### config.mk
export PLATFORM = sky130hd
export DESIGN_NAME = branch_predictor
export DESIGN_NICKNAME = d
export VERILOG_FILES = /design/src/rtl/branch_predictor.sv
export SDC_FILE = /design/constraint.sdc
export NUM_CORES = 2
export LEC_CHECK = 0
export CORE_UTILIZATION = 60
export CTS_CLUSTER_DIAMETER = 80
export DETAILED_ROUTE_END_ITERATION = 12
export HOLD_SLACK_MARGIN = 0.08
export PLACE_DENSITY = 0.77
export SLEW_MARGIN = 5
export SYNTH_ARGS = -nofsm -noshare
export SYNTH_HDL_FRONTEND = slang
export SYNTH_SLANG_ARGS = --single-unit
### constraint.sdc
create_clock -name clk -period 9.08 [get_ports clk]
set_input_delay 2.27 -clock clk [delete_from_list [all_inputs] [get_ports clk]]
set_output_delay 2.27 -clock clk [all_outputs]
set_load 0.03 [all_outputs]
### src/rtl/branch_predictor.sv
// branch_predictor
//   Direct-mapped branch target buffer with a 2-bit saturating counter per
//   entry. Predicts fetch-stage direction/target and resolves mispredictions
//   for instructions coming out of execute.
//
//   Parameters
//     XLEN     datapath / PC width
//     ENTRIES  table entries (power of two, 2..256)
//
//   Ports
//     clk, rst         clock, asynchronous active-low reset
//     if_pc            fetch PC to look up
//     pred_taken       predicted taken for if_pc
//     pred_target      predicted next PC for if_pc
//     upd_*            resolved instruction info (valid, pc, kind, outcome,
//                      actual target, prediction carried down the pipe)
//     flush            misprediction, kill younger instructions
//     redirect_pc      correct next PC when flush is high
//
//   Optional feature (macro BP_STATS_EN)
//     stat_lookups     saturating count of resolved branch/jump updates
//     stat_mispredicts saturating count of flush cycles
module branch_predictor #(
  parameter int XLEN    = 64,
  parameter int ENTRIES = 16
) (
  input  logic            clk,
  input  logic            rst,
  input  logic [XLEN-1:0] if_pc,
  output logic            pred_taken,
  output logic [XLEN-1:0] pred_target,
  input  logic            upd_valid,
  input  logic [XLEN-1:0] upd_pc,
  input  logic            upd_is_branch,
  input  logic            upd_is_jump,
  input  logic            upd_taken,
  input  logic [XLEN-1:0] upd_target,
  input  logic            upd_pred_taken,
  input  logic [XLEN-1:0] upd_pred_target,
  output logic            flush,
  output logic [XLEN-1:0] redirect_pc
`ifdef BP_STATS_EN
  ,
  output logic [31:0]     stat_lookups,
  output logic [31:0]     stat_mispredicts
`endif
);

  localparam int IDX_W = $clog2(ENTRIES);
  localparam int TAG_W = XLEN - IDX_W - 2;
  localparam logic [XLEN-1:0] PC_STEP = XLEN'(4);

  // Table state: valid and counter are reset; tag and target are not.
  logic [ENTRIES-1:0] valid_q, valid_d;
  logic [1:0]         ctr_q    [ENTRIES];
  logic [1:0]         ctr_d    [ENTRIES];
  logic [TAG_W-1:0]   tag_q    [ENTRIES];
  logic [TAG_W-1:0]   tag_d    [ENTRIES];
  logic [XLEN-1:0]    target_q [ENTRIES];
  logic [XLEN-1:0]    target_d [ENTRIES];

  logic [IDX_W-1:0] if_idx, upd_idx;
  logic [TAG_W-1:0] if_tag, upd_tag;
  logic             if_hit, upd_hit;
  logic             actual_taken;

  assign if_idx  = if_pc[IDX_W+1:2];
  assign if_tag  = if_pc[XLEN-1:IDX_W+2];
  assign upd_idx = upd_pc[IDX_W+1:2];
  assign upd_tag = upd_pc[XLEN-1:IDX_W+2];

  // Lookup reads the registered table only, so a same-cycle update to the
  // same entry is not visible until the next cycle.
  assign if_hit      = valid_q[if_idx] && (tag_q[if_idx] == if_tag);
  assign pred_taken  = if_hit && ctr_q[if_idx][1];
  assign pred_target = pred_taken ? target_q[if_idx] : (if_pc + PC_STEP);

  assign upd_hit      = valid_q[upd_idx] && (tag_q[upd_idx] == upd_tag);
  assign actual_taken = upd_is_jump || (upd_is_branch && upd_taken);
  assign flush        = upd_valid &&
                        ((upd_pred_taken != actual_taken) ||
                         (actual_taken && (upd_pred_target != upd_target)));
  assign redirect_pc  = actual_taken ? upd_target : (upd_pc + PC_STEP);

  // Next table contents. Jumps always (re)allocate as strongly taken;
  // a non-control instruction that hits is an alias and is evicted.
  always_comb begin
    valid_d  = valid_q;
    ctr_d    = ctr_q;
    tag_d    = tag_q;
    target_d = target_q;
    if (upd_valid) begin
      if (upd_is_jump) begin
        valid_d[upd_idx]  = 1'b1;
        tag_d[upd_idx]    = upd_tag;
        target_d[upd_idx] = upd_target;
        ctr_d[upd_idx]    = 2'b11;
      end else if (upd_is_branch) begin
        if (upd_hit) begin
          if (upd_taken) begin
            if (ctr_q[upd_idx] != 2'b11) begin
              ctr_d[upd_idx] = ctr_q[upd_idx] + 2'b01;
            end
            target_d[upd_idx] = upd_target;
          end else if (ctr_q[upd_idx] != 2'b00) begin
            ctr_d[upd_idx] = ctr_q[upd_idx] - 2'b01;
          end
        end else if (upd_taken) begin
          valid_d[upd_idx]  = 1'b1;
          tag_d[upd_idx]    = upd_tag;
          target_d[upd_idx] = upd_target;
          ctr_d[upd_idx]    = 2'b10;
        end
      end else if (upd_hit) begin
        valid_d[upd_idx] = 1'b0;
      end
    end
  end

  always_ff @(posedge clk or negedge rst) begin
    if (!rst) begin
      valid_q <= '0;
      for (int i = 0; i < ENTRIES; i++) begin
        ctr_q[i] <= 2'b00;
      end
    end else begin
      valid_q <= valid_d;
      ctr_q   <= ctr_d;
    end
  end

  // Payload storage is not reset; it is only written outside reset so an
  // update overlapping reset leaves no trace.
  always_ff @(posedge clk) begin
    if (rst) begin
      tag_q    <= tag_d;
      target_q <= target_d;
    end
  end

`ifdef BP_STATS_EN
  logic [31:0] lookups_q, lookups_d;
  logic [31:0] mispredicts_q, mispredicts_d;

  // Both counters stick at all-ones instead of wrapping.
  always_comb begin
    lookups_d     = lookups_q;
    mispredicts_d = mispredicts_q;
    if (upd_valid && (upd_is_branch || upd_is_jump) && (lookups_q != 32'hFFFF_FFFF)) begin
      lookups_d = lookups_q + 32'd1;
    end
    if (flush && (mispredicts_q != 32'hFFFF_FFFF)) begin
      mispredicts_d = mispredicts_q + 32'd1;
    end
  end

  always_ff @(posedge clk or negedge rst) begin
    if (!rst) begin
      lookups_q     <= 32'd0;
      mispredicts_q <= 32'd0;
    end else begin
      lookups_q     <= lookups_d;
      mispredicts_q <= mispredicts_d;
    end
  end

  assign stat_lookups     = lookups_q;
  assign stat_mispredicts = mispredicts_q;
`endif

endmodule

**Word level (Yosys, flattened, before mapping)**

Cells that the tools add are included.

- $add $sub $neg: 4
- Magnitude comparators: 6
- Equality and inequality tests: 8
- Muxes and demuxes: 52
- Bitwise operators: 9
- Reductions and logical operators: 20

Operator list:

| operator | number |
|---|---|
| 928-bit two-way mux | 4 |
| 1024-bit two-way mux | 3 |
| 1024-bit bitwise mux | 1 |
| 928-bit bitwise mux | 1 |
| 58-bit binary-select mux with 4-bit select | 2 |
| 64-bit two-way mux | 5 |
| 58-bit two-way mux | 5 |
| 64-bit binary-select mux with 4-bit select | 1 |
| 64-bit demux with 4-bit select | 1 |
| 58-bit demux with 4-bit select | 1 |
| 32-bit two-way mux | 7 |
| 64-bit by 3-bit adder with 64-bit output (second input constant) | 2 |
| 58-bit equality test | 2 |
| 16-bit two-way mux | 5 |
| 32-bit bitwise mux | 2 |
| 64-bit inequality test | 1 |
| 16-bit AND | 2 |
| 16-bit NOT | 2 |
| 16-bit OR | 2 |
| 32-bit OR | 1 |
| 2-bit binary-select mux with 4-bit select | 2 |
| 5-bit greater-or-equal comparator (second input constant) | 2 |
| 4-bit by 5-bit < comparator with 1-bit output (second input constant) | 2 |
| 2-bit two-way mux | 5 |
| 19 further kinds | 38 |

- Register bits: 2000
- Output and inout bits: 130
- Logic and storage cells: 148

**Logic depth before layout (Yosys ltp)**

- Depth after elaboration: 11
- Gate-level depth with buffers: 17
- Gate-level depth less buffers: 10

**Worst setup path before layout**

OpenSTA, ideal clock, no wires.

- Path kind: input to output
- Start: in upd_pc[5]
- End: out redirect_pc[60]
- Arrival time: 5.943 ns
- Required time: 6.810 ns
- Slack: 0.867 ns
- Stages: 15
- Path buffers: 5
- Cells stage by stage: buf_4 > buf_4 > buf_4 > buf_4 > and4_1 > nand4_1 > or2_2 > or4b_2 > clkbuf_1 > nor3_1 > nand2_1 > nor2_1 > nand3_1 > xor2_1 > o21ai_0

- Cells in the longest elaborated chain, start to end: 2

RTL lines:

| item | line | text |
|---|---|---|
| start, declared | 33 | `input logic [XLEN-1:0] upd_pc,` |
| 64-bit by 3-bit adder with 64-bit output | 83 | `assign redirect_pc = actual_taken ? upd_target : (upd_pc + PC_STEP);` |
| 64-bit two-way mux | 83 |  |
| end, declared | 41 | `output logic [XLEN-1:0] redirect_pc` |

Every way passes these cells.

**Worst setup path after layout**

- Start: in if_pc[8]
- End: out pred_target[59]

- Cells in the longest elaborated chain, start to end: 4
- Elaborated cells on any way between the ends: 5
- Classes of those cells: 1 x add/sub; 1 x eq/ne; 1 x mux; 2 x reduce/logical

RTL lines:

| item | line | text |
|---|---|---|
| start, declared | 29 | `input logic [XLEN-1:0] if_pc,` |
| parallel branches: the longest is 3 deep, another holds 64-bit by 3-bit adder with 64-bit output | -- |  |
| 64-bit two-way mux (*) | 76 | `assign pred_target = pred_taken ? target_q[if_idx] : (if_pc + PC_STEP);` |
| end, declared | 31 | `output logic [XLEN-1:0] pred_target,` |

Mark *: on every way between the ends.

==> reports/metrics.cfg <==
[worst_setup_path]
critical_path_required_ns = 6.81
worst-setup-path-type = input port to primary output
critPathLaunchType = input port
worstSetupEndpointType = primary output
crit_chain = clkdlybuf4s50_1 -> and4_1 -> nand4_1 -> buf_4 -> nor4_1 -> and2_1 -> nor2b_2 -> buf_4 -> or3b_2 -> or3_1 -> nor3_1 -> xor2_1 -> mux2_2 -> buf_12
worst_endpoint_data_arrival_time_ns = 6.78
cp_common_cell = sky130_fd_sc_hd__buf_4
critPathSlowestCell = sky130_fd_sc_hd__clkdlybuf4s50_1
cp_max_fo = 4
cp_slowest_stage_delay_ns = 0.69

[global_route]
grt_pass1_vias = 54800
grt_first_pass_wirelength_um = 445000
number_of_antenna_violations_at_the_first_check_in_global_routing = 40
groute.usage.overall = 0.432
grt_remaining_overflow = 0
grt_start_max_net_pins = 102

[cts]
source_to_sink_clock_delay_at_the_later_pin_of_the_worst_skew_pair_ns = 0.86
cts_tree = done
clock_tree.root_cell = sky130_fd_sc_hd__clkbuf_16
h-tree-depth = 4
numClockSinks = 2000
cts_hold_buf = 0
clk_transition_reported_paths_ns = 0.06
numCtsBuffers = 197
ctsLongestPathBuffers = 3

[drt]
wl_per_cell_um = 42.8
route.detailed.vias_per_inst = 7.46
number_of_drc_violations_after_detailed_routing = 0
firstDrtPassIters = 6
initialDrtViolationCount = 10000
route.final.wire_length_um = 327000
postRouteAntennaNets = 0
vias = 57100

[synth]
ys_seq_area_frac = 0.659
syn_area_um2 = 90800
synthFlopType = sky130_fd_sc_hd__edfxtp_1
yosysUniqueCellTypes = 83
yosys-top-cells-area = sky130_fd_sc_hd__edfxtp_1 65%, sky130_fd_sc_hd__mux4_2 19%, sky130_fd_sc_hd__mux2i_1 2.3%
ys_warn_count = 0
synth_seq_cells = 2000
synth.avg_cell_area_um2 = 18.9
synth_fp_nets = 5083
synth_enable_flop_cells = 1952
synth_largest_area_cell = sky130_fd_sc_hd__edfxtp_1
yosys.area.top_type_share = 0.646
number_of_cells_produced_by_synthesis = 4813
postSynth.asyncResetShare = 0.0240

[sta]
timing.final.crit_share = 0.997
setup_viol_count_final = 0
report.final.slew_viol_count = 0
post-route-worst-setup-slack_ns = 0.0288
min_tclk_post_route_ns = 9.05
setup_total_negative_slack_ns = 0
clock.fmax_mhz = 110
maxSlewHeadroom = 0.113
grt_setup_unrepaired = false
worst-slew-pin-transition_ns = 1.33
fin_skew_ns = 0.0486
finalHoldViolations = 0
hold_ws_ns = 0.563

[layout]
final_core_util = 0.712
nets = 5714
layout-drive-gt1-share = 0.297
syn2layout_area_growth_pct = 17.5
final_cells = 7652
num-fill-cells = 8847

[floorplanning]
placeableCoreArea_um2 = 150000
ports_placed_on_the_boundary = 393
initial_core_util = 0.605
rows = 142
fp.dieArea_um2 = 153000
die_height_um = 391
die-width_um = 391

[flow_run]
max_cap_violations = 0

[placed_design]
place_congestion = 1.04
detailedPlace.worstSlack_ns = -0.134
post-place-cells = 7259
dpl.hpwl_um = 216000
io_buffer_count = 392

[outcome]
status = complete, no violations

[power_and_ir_drop]
worst_ir_drop_vdd_mv = 0.185
power-per-cell-area_nw_per_um2 = 195
static-leakage-power_nw = 34.8

[worst_hold_path]
min-delay-path-class = register to register

[registers in the layout, indices dropped and copies added (netlist names), named ones only]
| name | cells |
|---|---|
| target_q | 1024 |
| ctr_q | 32 |
| tag_q | 928 |
[layout by cell type, fill, tap and decap left out, types with 13 or more instances in the layout]
cell type	Yosys	final
sky130_fd_sc_hd__edfxtp_1	1952	1952
sky130_fd_sc_hd__mux4_2	779	779
sky130_fd_sc_hd__buf_4	33	293
sky130_fd_sc_hd__clkdlybuf4s50_1	0	269
sky130_fd_sc_hd__mux2i_1	205	205
sky130_fd_sc_hd__clkbuf_16	0	198
sky130_fd_sc_hd__nand2_1	186	185
sky130_fd_sc_hd__buf_12	0	157
sky130_fd_sc_hd__xnor2_1	148	148
sky130_fd_sc_hd__xor2_1	112	111
sky130_fd_sc_hd__inv_1	102	102
sky130_fd_sc_hd__a21oi_1	103	101
sky130_fd_sc_hd__nor2_1	132	100
sky130_fd_sc_hd__mux2_2	94	94
sky130_fd_sc_hd__o21ai_0	91	91
sky130_fd_sc_hd__nand3_1	80	79
sky130_fd_sc_hd__clkinv_1	1	58
sky130_fd_sc_hd__dfrtp_1	48	48
sky130_fd_sc_hd__clkbuf_1	134	42
sky130_fd_sc_hd__nand4_1	40	40
sky130_fd_sc_hd__o22ai_1	34	34
sky130_fd_sc_hd__clkinv_2	0	32
sky130_fd_sc_hd__nor3_1	32	32
sky130_fd_sc_hd__nor2_4	0	32
sky130_fd_sc_hd__a22oi_1	29	29
sky130_fd_sc_hd__a211oi_1	29	29
sky130_fd_sc_hd__nor4_1	29	29
sky130_fd_sc_hd__a31oi_1	27	27
sky130_fd_sc_hd__and3_1	27	27
sky130_fd_sc_hd__nor2b_1	29	26
sky130_fd_sc_hd__o31a_1	24	24
sky130_fd_sc_hd__diode_2	0	23
sky130_fd_sc_hd__a22o_1	17	17
sky130_fd_sc_hd__bufinv_16	0	16
sky130_fd_sc_hd__a221oi_1	13	13
[per-layer routing]
| layer | track usage | wire [µm] | vias up |
|---|---|---|---|
| met1 | 0.553 | 104000 | 28900 |
| met5 | 0.00415 | 265 | - |
| li1 | - | - | 21300 |
| met4 | 0.273 | 25500 | 28 |
| met2 | 0.632 | 145000 | 5649 |
| met3 | 0.154 | 52200 | 1106 |
[cell usage after synthesis, types with 5 or more instances]
cell type,n
sky130_fd_sc_hd__xor2_1,112
sky130_fd_sc_hd__buf_8,5
sky130_fd_sc_hd__nand2b_1,5
sky130_fd_sc_hd__mux2_2,94
sky130_fd_sc_hd__or2_2,7
sky130_fd_sc_hd__xnor2_1,148
sky130_fd_sc_hd__and4_1,8
sky130_fd_sc_hd__buf_1,29
sky130_fd_sc_hd__nor2_1,132
sky130_fd_sc_hd__o2111ai_1,5
sky130_fd_sc_hd__mux2i_1,205
sky130_fd_sc_hd__nand4_1,40
sky130_fd_sc_hd__nor4_1,29
sky130_fd_sc_hd__or3_1,8
sky130_fd_sc_hd__edfxtp_1,1952
sky130_fd_sc_hd__and3_1,27
sky130_fd_sc_hd__a211oi_1,29
sky130_fd_sc_hd__a2bb2oi_1,6
sky130_fd_sc_hd__nor2b_1,29
sky130_fd_sc_hd__o2bb2ai_1,8
sky130_fd_sc_hd__o22ai_1,34
sky130_fd_sc_hd__mux4_2,779
sky130_fd_sc_hd__a21oi_1,103
sky130_fd_sc_hd__a2111oi_0,8
sky130_fd_sc_hd__o31ai_1,5
sky130_fd_sc_hd__o21ai_0,91
sky130_fd_sc_hd__o221ai_1,5
sky130_fd_sc_hd__a31oi_1,27
sky130_fd_sc_hd__a221oi_1,13
sky130_fd_sc_hd__dfrtp_1,48
sky130_fd_sc_hd__and2_1,10
sky130_fd_sc_hd__o31a_1,24
sky130_fd_sc_hd__buf_2,78
sky130_fd_sc_hd__ha_1,7
sky130_fd_sc_hd__nand3_1,80
sky130_fd_sc_hd__buf_6,15
sky130_fd_sc_hd__clkbuf_1,134
sky130_fd_sc_hd__nand2_1,186
sky130_fd_sc_hd__inv_1,102
sky130_fd_sc_hd__a22o_1,17
sky130_fd_sc_hd__buf_4,33
sky130_fd_sc_hd__a22oi_1,29
sky130_fd_sc_hd__nor3_1,32
[per-stage QoR]
stage / cell area (µm²) / power [mW]
after floorplan: 90800 / 11.6
after global placement: 100000 / 12.7
after detailed placement: 100000 / 12.7
after CTS: 107000 / 20.7
after global routing: 107000 / 21.1
final: 107000 / 20.8
[timing repair]
item	4_1_cts	5_1_grt
setup buffers	2	0
setup endpoints to repair	5	64
resized for setup	1	5
[worst max-delay path, delay by kind of cell]
family,cells,cell delay (ns)
xor+xnor,1,0.40
mux,1,0.27
buf+inv,4,1.23
simple gates,8,2.60
[cell families (layout without fill, tap and decap cells)]
family                     Yosys count  after routing  synth area share
DFF                               2000           2000             0.659
muxes                             1078           1078             0.228
and+or+nand+nor                    619            619            0.0336
AOI/OAI and AO/OA                  447            447            0.0329
buffers and inverters              402           1202            0.0210
xor gates and xnor gates           260            260            0.0251
adders and majority gates            7              7          0.000965
other                                0             23                 0
[layout make-up]
class / count / area, µm² / area share
Clock buffer: 240 / 5110 / 0.0479
Sequential cell: 2000 / 59800 / 0.561
Clock inverter: 128 / 1290 / 0.0121
Tap cell: 2016 / 2520 / 0.0236
Inverter: 105 / 395 / 0.00371
Antenna cell: 23 / 57.6 / 0.000539
Timing Repair Buffer: 729 / 8160 / 0.0764
Multi-Input combinational cell: 2411 / 29300 / 0.275
[power by group]
group	switching [mW]	internal (mW)
sequential	0.0468	10.2
combinational	1.40	0.913
clock	3.67	4.50
total	5.11	15.6
[path summary, 6_finish.rpt]
path,startpoint,endpoint,slack (ns),cells past startpoint
max reg2reg,tag_q[863],tag_q[22],3.91,12
max in group asynchronous,rst,async pin,7.12,2
min reg2reg,register,register,0.56,2
min in group asynchronous,rst,ctr_q[26],1.51,2
max,if_pc[8],pred_target[59],0.03,14
min,register,register,0.56,2
Note: power is estimated with default switching activity, not from simulation.
